$ cat src/rtl/riscv_pkg.sv
`default_nettype none
// ============================================================================
// Module      : riscv_pkg
// Description : Shared types for the RV32M/RV64M multiply/divide unit.
// Revision    : 1.0 - initial release
// ============================================================================
package riscv_pkg;

  typedef enum logic [2:0] {
    OP_MUL    = 3'd0,
    OP_MULH   = 3'd1,
    OP_MULHSU = 3'd2,
    OP_MULHU  = 3'd3,
    OP_DIV    = 3'd4,
    OP_DIVU   = 3'd5,
    OP_REM    = 3'd6,
    OP_REMU   = 3'd7
  } muldiv_op_e;

  typedef enum logic [1:0] {
    ST_IDLE = 2'd0,
    ST_MUL  = 2'd1,
    ST_DIV  = 2'd2,
    ST_DONE = 2'd3
  } muldiv_state_e;

  function automatic logic op_is_div(input muldiv_op_e op);
    return op[2];
  endfunction

  function automatic logic op_is_signed_div(input muldiv_op_e op);
    return (op == OP_DIV) || (op == OP_REM);
  endfunction

endpackage
`default_nettype wire

$ cat src/rtl/muldiv_div_core.sv
`default_nettype none
// ============================================================================
// Module      : muldiv_div_core
// Description : Restoring radix-2 unsigned divider, one quotient bit/cycle.
// Revision    : 1.0 - initial release
// ============================================================================
module muldiv_div_core #(
  parameter int XLEN = 32
) (
  input  logic            clk,
  input  logic            rst_n,
  input  logic            start_i,
  input  logic            abort_i,
  input  logic [XLEN-1:0] dividend_i,
  input  logic [XLEN-1:0] divisor_i,
  output logic            done_o,
  output logic [XLEN-1:0] quotient_o,
  output logic [XLEN-1:0] remainder_o
);

  localparam int c_cnt_w = $clog2(XLEN + 1);

  logic [c_cnt_w-1:0] cnt_q, cnt_d;
  logic [XLEN-1:0]    quo_q, quo_d;
  logic [XLEN-1:0]    rem_q, rem_d;
  logic [XLEN-1:0]    dvs_q, dvs_d;
  logic               done_q, done_d;
  logic [XLEN:0]      w_shift;
  logic [XLEN:0]      w_diff;

  // quo_q doubles as the dividend shift register; its MSB feeds the remainder
  always_comb begin
    w_shift = {rem_q, quo_q[XLEN-1]};
    w_diff  = w_shift - {1'b0, dvs_q};
    cnt_d   = cnt_q;
    quo_d   = quo_q;
    rem_d   = rem_q;
    dvs_d   = dvs_q;
    done_d  = 1'b0;
    if (abort_i) begin
      cnt_d = '0;
    end else if (start_i) begin
      cnt_d = c_cnt_w'(XLEN);
      quo_d = dividend_i;
      rem_d = '0;
      dvs_d = divisor_i;
    end else if (cnt_q != '0) begin
      cnt_d  = cnt_q - c_cnt_w'(1);
      done_d = (cnt_q == c_cnt_w'(1));
      if (w_shift >= {1'b0, dvs_q}) begin
        rem_d = w_diff[XLEN-1:0];
        quo_d = {quo_q[XLEN-2:0], 1'b1};
      end else begin
        rem_d = w_shift[XLEN-1:0];
        quo_d = {quo_q[XLEN-2:0], 1'b0};
      end
    end
  end

  always_ff @(posedge clk or negedge rst_n) begin
    if (!rst_n) begin
      cnt_q  <= '0;
      quo_q  <= '0;
      rem_q  <= '0;
      dvs_q  <= '0;
      done_q <= 1'b0;
    end else begin
      cnt_q  <= cnt_d;
      quo_q  <= quo_d;
      rem_q  <= rem_d;
      dvs_q  <= dvs_d;
      done_q <= done_d;
    end
  end

  assign done_o      = done_q;
  assign quotient_o  = quo_q;
  assign remainder_o = rem_q;

endmodule
`default_nettype wire

$ cat src/rtl/muldiv_unit.sv
`default_nettype none
// ============================================================================
// Module      : muldiv_unit
// Description : RV32M/RV64M multiply/divide unit with tag passthrough.
//               Define MULDIV_EARLY_OUT_EN to resolve divide-by-zero and
//               signed overflow one cycle after accept.
// Revision    : 1.0 - initial release
// ============================================================================
module muldiv_unit #(
  parameter int XLEN    = 32,
  parameter int MUL_LAT = 2,
  parameter int TAG_W   = 5
) (
  input  logic             clk,
  input  logic             rst_n,
  input  logic             flush,
  input  logic             in_valid,
  output logic             in_ready,
  input  logic [2:0]       in_op,
  input  logic [XLEN-1:0]  in_a,
  input  logic [XLEN-1:0]  in_b,
  input  logic [TAG_W-1:0] in_tag,
  output logic             out_valid,
  input  logic             out_ready,
  output logic [XLEN-1:0]  out_result,
  output logic [TAG_W-1:0] out_tag,
  output logic             busy
);

  import riscv_pkg::*;

  localparam int              c_mcnt_w    = 3;
  localparam logic [XLEN-1:0] c_int_min   = {1'b1, {(XLEN-1){1'b0}}};

  muldiv_state_e      state_q, state_d;
  muldiv_op_e         op_q, op_d;
  logic [XLEN-1:0]    a_q, a_d;
  logic [XLEN-1:0]    b_q, b_d;
  logic [TAG_W-1:0]   tag_q, tag_d;
  logic [XLEN-1:0]    result_q, result_d;
  logic [c_mcnt_w-1:0] mcnt_q, mcnt_d;

  muldiv_op_e         w_in_op;
  logic               w_in_signed;
  logic [XLEN-1:0]    w_in_a_mag;
  logic [XLEN-1:0]    w_in_b_mag;
  logic               w_div_start;
  logic               w_div_abort;
  logic               w_div_done;
  logic [XLEN-1:0]    w_quo;
  logic [XLEN-1:0]    w_rem;

  assign w_in_op     = muldiv_op_e'(in_op);
  assign w_in_signed = op_is_signed_div(w_in_op);
  assign w_in_a_mag  = (w_in_signed && in_a[XLEN-1]) ? -in_a : in_a;
  assign w_in_b_mag  = (w_in_signed && in_b[XLEN-1]) ? -in_b : in_b;

  muldiv_div_core #(
    .XLEN (XLEN)
  ) u_div_core (
    .clk         (clk),
    .rst_n       (rst_n),
    .start_i     (w_div_start),
    .abort_i     (w_div_abort),
    .dividend_i  (w_in_a_mag),
    .divisor_i   (w_in_b_mag),
    .done_o      (w_div_done),
    .quotient_o  (w_quo),
    .remainder_o (w_rem)
  );

  // Multiply: sign-extend each operand by its own signedness, keep 2*XLEN bits
  logic               w_a_sext;
  logic               w_b_sext;
  logic [2*XLEN-1:0]  w_prod;
  logic [XLEN-1:0]    w_mul_res;

  assign w_a_sext  = (op_q == OP_MULH) || (op_q == OP_MULHSU);
  assign w_b_sext  = (op_q == OP_MULH);
  assign w_prod    = {{XLEN{w_a_sext & a_q[XLEN-1]}}, a_q} *
                     {{XLEN{w_b_sext & b_q[XLEN-1]}}, b_q};
  assign w_mul_res = (op_q == OP_MUL) ? w_prod[XLEN-1:0] : w_prod[2*XLEN-1:XLEN];

  // Divide sign fix-up and architectural special cases
  logic               w_div_signed;
  logic               w_a_neg;
  logic               w_b_neg;
  logic               w_div_by_zero;
  logic               w_div_ovf;
  logic [XLEN-1:0]    w_q_fix;
  logic [XLEN-1:0]    w_r_fix;
  logic [XLEN-1:0]    w_div_res;

  assign w_div_signed  = op_is_signed_div(op_q);
  assign w_a_neg       = w_div_signed & a_q[XLEN-1];
  assign w_b_neg       = w_div_signed & b_q[XLEN-1];
  assign w_div_by_zero = (b_q == '0);
  assign w_div_ovf     = w_div_signed && (a_q == c_int_min) && (b_q == '1);

  always_comb begin
    w_q_fix = (w_a_neg ^ w_b_neg) ? -w_quo : w_quo;
    w_r_fix = w_a_neg ? -w_rem : w_rem;
    if (w_div_by_zero) begin
      w_q_fix = '1;
      w_r_fix = a_q;
    end else if (w_div_ovf) begin
      w_q_fix = a_q;
      w_r_fix = '0;
    end
    w_div_res = ((op_q == OP_DIV) || (op_q == OP_DIVU)) ? w_q_fix : w_r_fix;
  end

  always_comb begin
    state_d     = state_q;
    op_d        = op_q;
    a_d         = a_q;
    b_d         = b_q;
    tag_d       = tag_q;
    result_d    = result_q;
    mcnt_d      = mcnt_q;
    w_div_start = 1'b0;
    w_div_abort = flush;
    case (state_q)
      ST_IDLE: begin
        if (!flush && in_valid) begin
          op_d  = w_in_op;
          a_d   = in_a;
          b_d   = in_b;
          tag_d = in_tag;
          if (op_is_div(w_in_op)) begin
            state_d     = ST_DIV;
            w_div_start = 1'b1;
          end else begin
            state_d = ST_MUL;
            mcnt_d  = c_mcnt_w'(MUL_LAT - 1);
          end
        end
      end
      ST_MUL: begin
        if (flush) begin
          state_d = ST_IDLE;
        end else if (mcnt_q == '0) begin
          state_d  = ST_DONE;
          result_d = w_mul_res;
        end else begin
          mcnt_d = mcnt_q - c_mcnt_w'(1);
        end
      end
      ST_DIV: begin
        if (flush) begin
          state_d = ST_IDLE;
        end
`ifdef MULDIV_EARLY_OUT_EN
        else if (w_div_by_zero || w_div_ovf) begin
          state_d     = ST_DONE;
          result_d    = w_div_res;
          w_div_abort = 1'b1;
        end
`endif
        else if (w_div_done) begin
          state_d  = ST_DONE;
          result_d = w_div_res;
        end
      end
      ST_DONE: begin
        if (flush || out_ready) begin
          state_d = ST_IDLE;
        end
      end
      default: state_d = ST_IDLE;
    endcase
  end

  always_ff @(posedge clk or negedge rst_n) begin
    if (!rst_n) begin
      state_q  <= ST_IDLE;
      op_q     <= OP_MUL;
      a_q      <= '0;
      b_q      <= '0;
      tag_q    <= '0;
      result_q <= '0;
      mcnt_q   <= '0;
    end else begin
      state_q  <= state_d;
      op_q     <= op_d;
      a_q      <= a_d;
      b_q      <= b_d;
      tag_q    <= tag_d;
      result_q <= result_d;
      mcnt_q   <= mcnt_d;
    end
  end

  assign in_ready   = (state_q == ST_IDLE);
  assign busy       = (state_q != ST_IDLE);
  assign out_valid  = (state_q == ST_DONE);
  assign out_result = result_q;
  assign out_tag    = tag_q;

endmodule
`default_nettype wire

$ cat config.mk
export PLATFORM = sky130hd
export DESIGN_NAME = muldiv_unit
export DESIGN_NICKNAME = d
export VERILOG_FILES = /design/src/rtl/riscv_pkg.sv /design/src/rtl/muldiv_div_core.sv /design/src/rtl/muldiv_unit.sv
export SDC_FILE = /design/constraint.sdc
export NUM_CORES = 2
export LEC_CHECK = 0
export ABC_AREA = 1
export CORE_MARGIN = 2
export CORE_UTILIZATION = 50
export DETAILED_ROUTE_END_ITERATION = 7
export GPL_ROUTABILITY_DRIVEN = 0
export PLACE_DENSITY = 0.63
export SYNTH_ARGS = -nofsm -noshare
export SYNTH_HDL_FRONTEND = slang
export SYNTH_SLANG_ARGS = --single-unit
$ cat constraint.sdc
create_clock -name clk -period 23.9 [get_ports clk]
set_input_delay 4.78 -clock clk [delete_from_list [all_inputs] [get_ports clk]]
set_output_delay 4.78 -clock clk [all_outputs]
set_load 0.02 [all_outputs]
==> impl_metrics.csv <==
group,metric,value,unit
final_layout,nets,8758,
grt,antenna_found_initial,4,
timing,worstMarginPinSlew,1.028,ns
die,core_region_area,110500,um^2
die,rows,122,
logic_synthesis,synth-seq-cells,212,
die,dieArea,113900,um^2
logic_synthesis,synth.distinct_cells,53,
final_layout,syn2layout_area_growth,5.271,%
worst_setup_path,critPathKind,"reg2reg",
job,max-cap-violations,0,
clock_tree,cts_root_buf,"clkbuf_16",
final_layout,drive_gt1_share,2.420,%
clock_tree,clk_latency,0.56,ns
timing,fmaxAchievable,0.1058,GHz
route,avgViaCountPerCell,5.520,
logic_synthesis,synth_ff_type,"dfrtp_1",
logic_synthesis,ys_seq_area_share,9.538,%
route,vias,48590,
timing,relSlewSlack,31.19,%
final_layout,final_util,52.98,%
worst_setup_path,rr_worst_depth,30,
timing,drv_slew,0,
worst_setup_path,end_kind,"flop",
timing,grt_setup_unrepaired,"false",
clock_tree,clock_path_buffers,3,
outcome,outcome,"completed",
hold_path,hold_path_class,"reg2reg",
die,ios,117,
logic_synthesis,syn_area_per_cell,7.497,um^2
timing,period_share,39.54,%
route,drcViolationCount,0,
clock_tree,cts_resized,0,
clock_tree,cts_htree_levels,1,
grt,grt_max_degree,116,
timing,period_needed,9.449,ns
route,dr.pass1.iters,6,
grt,grt_pass1_wl,294000,um
grt,grt_use_total,34.11,%
grt,first_global_vias,50310,
place,hpwl,147600,um
clock_tree,ctsHoldBuffers,0,
logic_synthesis,synth_warnings,0,
route,antenna_left,0,
die,die_h,337.5,um
final_layout,final_cells,8802,
worst_setup_path,critPathRequiredTime,24.37,ns
place,port_buffers,116,
route,wire_per_inst,21.51,um
hold_path,whs_path_depth,2,
die,start_util,50.33,%
timing,skew,0.01909,ns
route,dr.first_iter.drc_count,4596,
worst_setup_path,cp.depth,30,
grt,grt_remaining_overflow,0,
logic_synthesis,synthArstFlopShare,100.0,%
clock_tree,numCtsBuffers,23,
worst_setup_path,critPathBufInv,6,
route,totalWireLength,189400,um
timing,totalNegativeSetupSlack,0,ns
timing,setup-violations-final,0,
worst_setup_path,path_common_cell,"fa_1",
logic_synthesis,synth-edff-count,0,
worst_setup_path,crit_slowest_cell,"fa_1",
worst_setup_path,slowest_delay,0.81,ns
die,die_w,337.5,um
clock_tree,cts_setup_buffers,0,
worst_setup_path,worstPathMaxFanout,16,
timing,hold_viol,0,
final_layout,nFillCells,10930,
worst_setup_path,cp_top_family,"adder cells",
clock_tree,clkTransAtPathRegs,0.06,ns
logic_synthesis,synthesis.nets,8879,
logic_synthesis,syn_inst,7419,
clock_tree,cts_tree,"built",
worst_setup_path,startpoint_type,"flop",
logic_synthesis,syn_area,55620,um^2
worst_setup_path,critical_path_arrival,9.92,ns
clock_tree,cts_sinks,212,
place,place_inst,8761,
layer usage:
metal | vias up | wire (um) | GRT usage, %
met5 | - | 65 | 0.3404
met2 | 2359 | 87700 | 56.10
met3 | 626 | 16740 | 5.489
met4 | 4 | 14210 | 20.40
li1 | 21470 | - | -
met1 | 24130 | 70640 | 42.41
state kept, by name, indices dropped and copies added (netlist names), 2 cells and up:
| signal | count |
|---|---|
| out_result | 32 |
| u_div_core.dvs_q | 32 |
| u_div_core.quotient_o | 32 |
| a_q | 32 |
| state_q | 2 |
| mcnt_q | 3 |
| u_div_core.cnt_q | 6 |
| out_tag | 5 |
| u_div_core.remainder_o | 32 |
| op_q | 3 |
| b_q | 32 |
synth_stat cells, types with 70 or more instances:
cell | n | area (um^2)
nand4_1 | 79 | 494.2
nand3_1 | 229 | 1146
nor2_1 | 421 | 1580
ha_1 | 257 | 3216
clkbuf_1 | 207 | 777.0
buf_2 | 81 | 405.4
fa_1 | 1126 | 22540
a21oi_1 | 270 | 1351
xor2_1 | 70 | 613.1
inv_1 | 1850 | 6944
nand2_1 | 1925 | 7226
o21ai_0 | 315 | 1577
dfrtp_1 | 212 | 5305
placed cells by master, fill, tap and decap left out, types with 19 or more instances in the layout:
cell                n
nand4_1            79
xnor2_1            29
clkdlybuf4s50_1   115
o21bai_1           25
a21oi_1           270
inv_1            1850
nor2_1            419
fa_1             1126
nand3_1           229
xor2_1             70
clkbuf_16          23
o21ai_0           315
o21ai_1            53
nor3_1             55
dfrtp_1           212
buf_4              89
ha_1              257
nand2_1          1924
nor4_1             19
worst min-delay path: stages, from the launching register on:
cell     delay, ns
dfrtp_1       0.34
nand2_1       0.05
nand2_1       0.05
path summary, 6_finish.rpt:
kind | slack (ns) | to | startpoint
setup / recovery | 14.45 | out_result[23] | op_q[0]
hold / removal | 0.47 | out_tag[3] | out_tag[3]
hold reg to reg | 0.47 | out_tag[3] | out_tag[3]
min in group asynchronous | 4.29 | out_result[10] | rst_n
max in group asynchronous | 17.55 | u_div_core.dvs_q[27] | rst_n
setup reg to reg | 14.45 | out_result[23] | op_q[0]
kinds of logic after synthesis:
group / count (synthesis) / share of synthesized area (%)
xor+xnor: 99 / 1.559
simple gates: 2782 / 20.29
buf+inv: 2212 / 15.29
compound gates: 731 / 7.023
flops: 212 / 9.538
fa+ha+maj: 1383 / 46.31
area by class of cell:
type | count | area [um^2] | area share (%)
multi-input cells | 4995 | 41830 | 71.44
inverters | 1861 | 6985 | 11.93
flip-flops and latches | 212 | 5305 | 9.060
well taps | 1488 | 1862 | 3.180
repair buffers | 205 | 1834 | 3.133
clock buffers | 34 | 666.9 | 1.139
clock inverters | 6 | 65.06 | 0.1111
diodes | 1 | 2.502 | 0.004274
metrics by stage:
stage	setup slack, ns	hold WS, ns	instance area, um^2
final	14.45	0.4745	58550
after global routing	13.93	0.4958	58550
after CTS	14.57	0.4790	58550
after detailed placement	14.58	0.4666	57820
after global placement	14.86	0.4610	57820
after floorplan	15.98	0.4530	55620
Power is not shown: default switching activity piles up to over one toggle a cycle in this logic, so the estimate is an artifact.
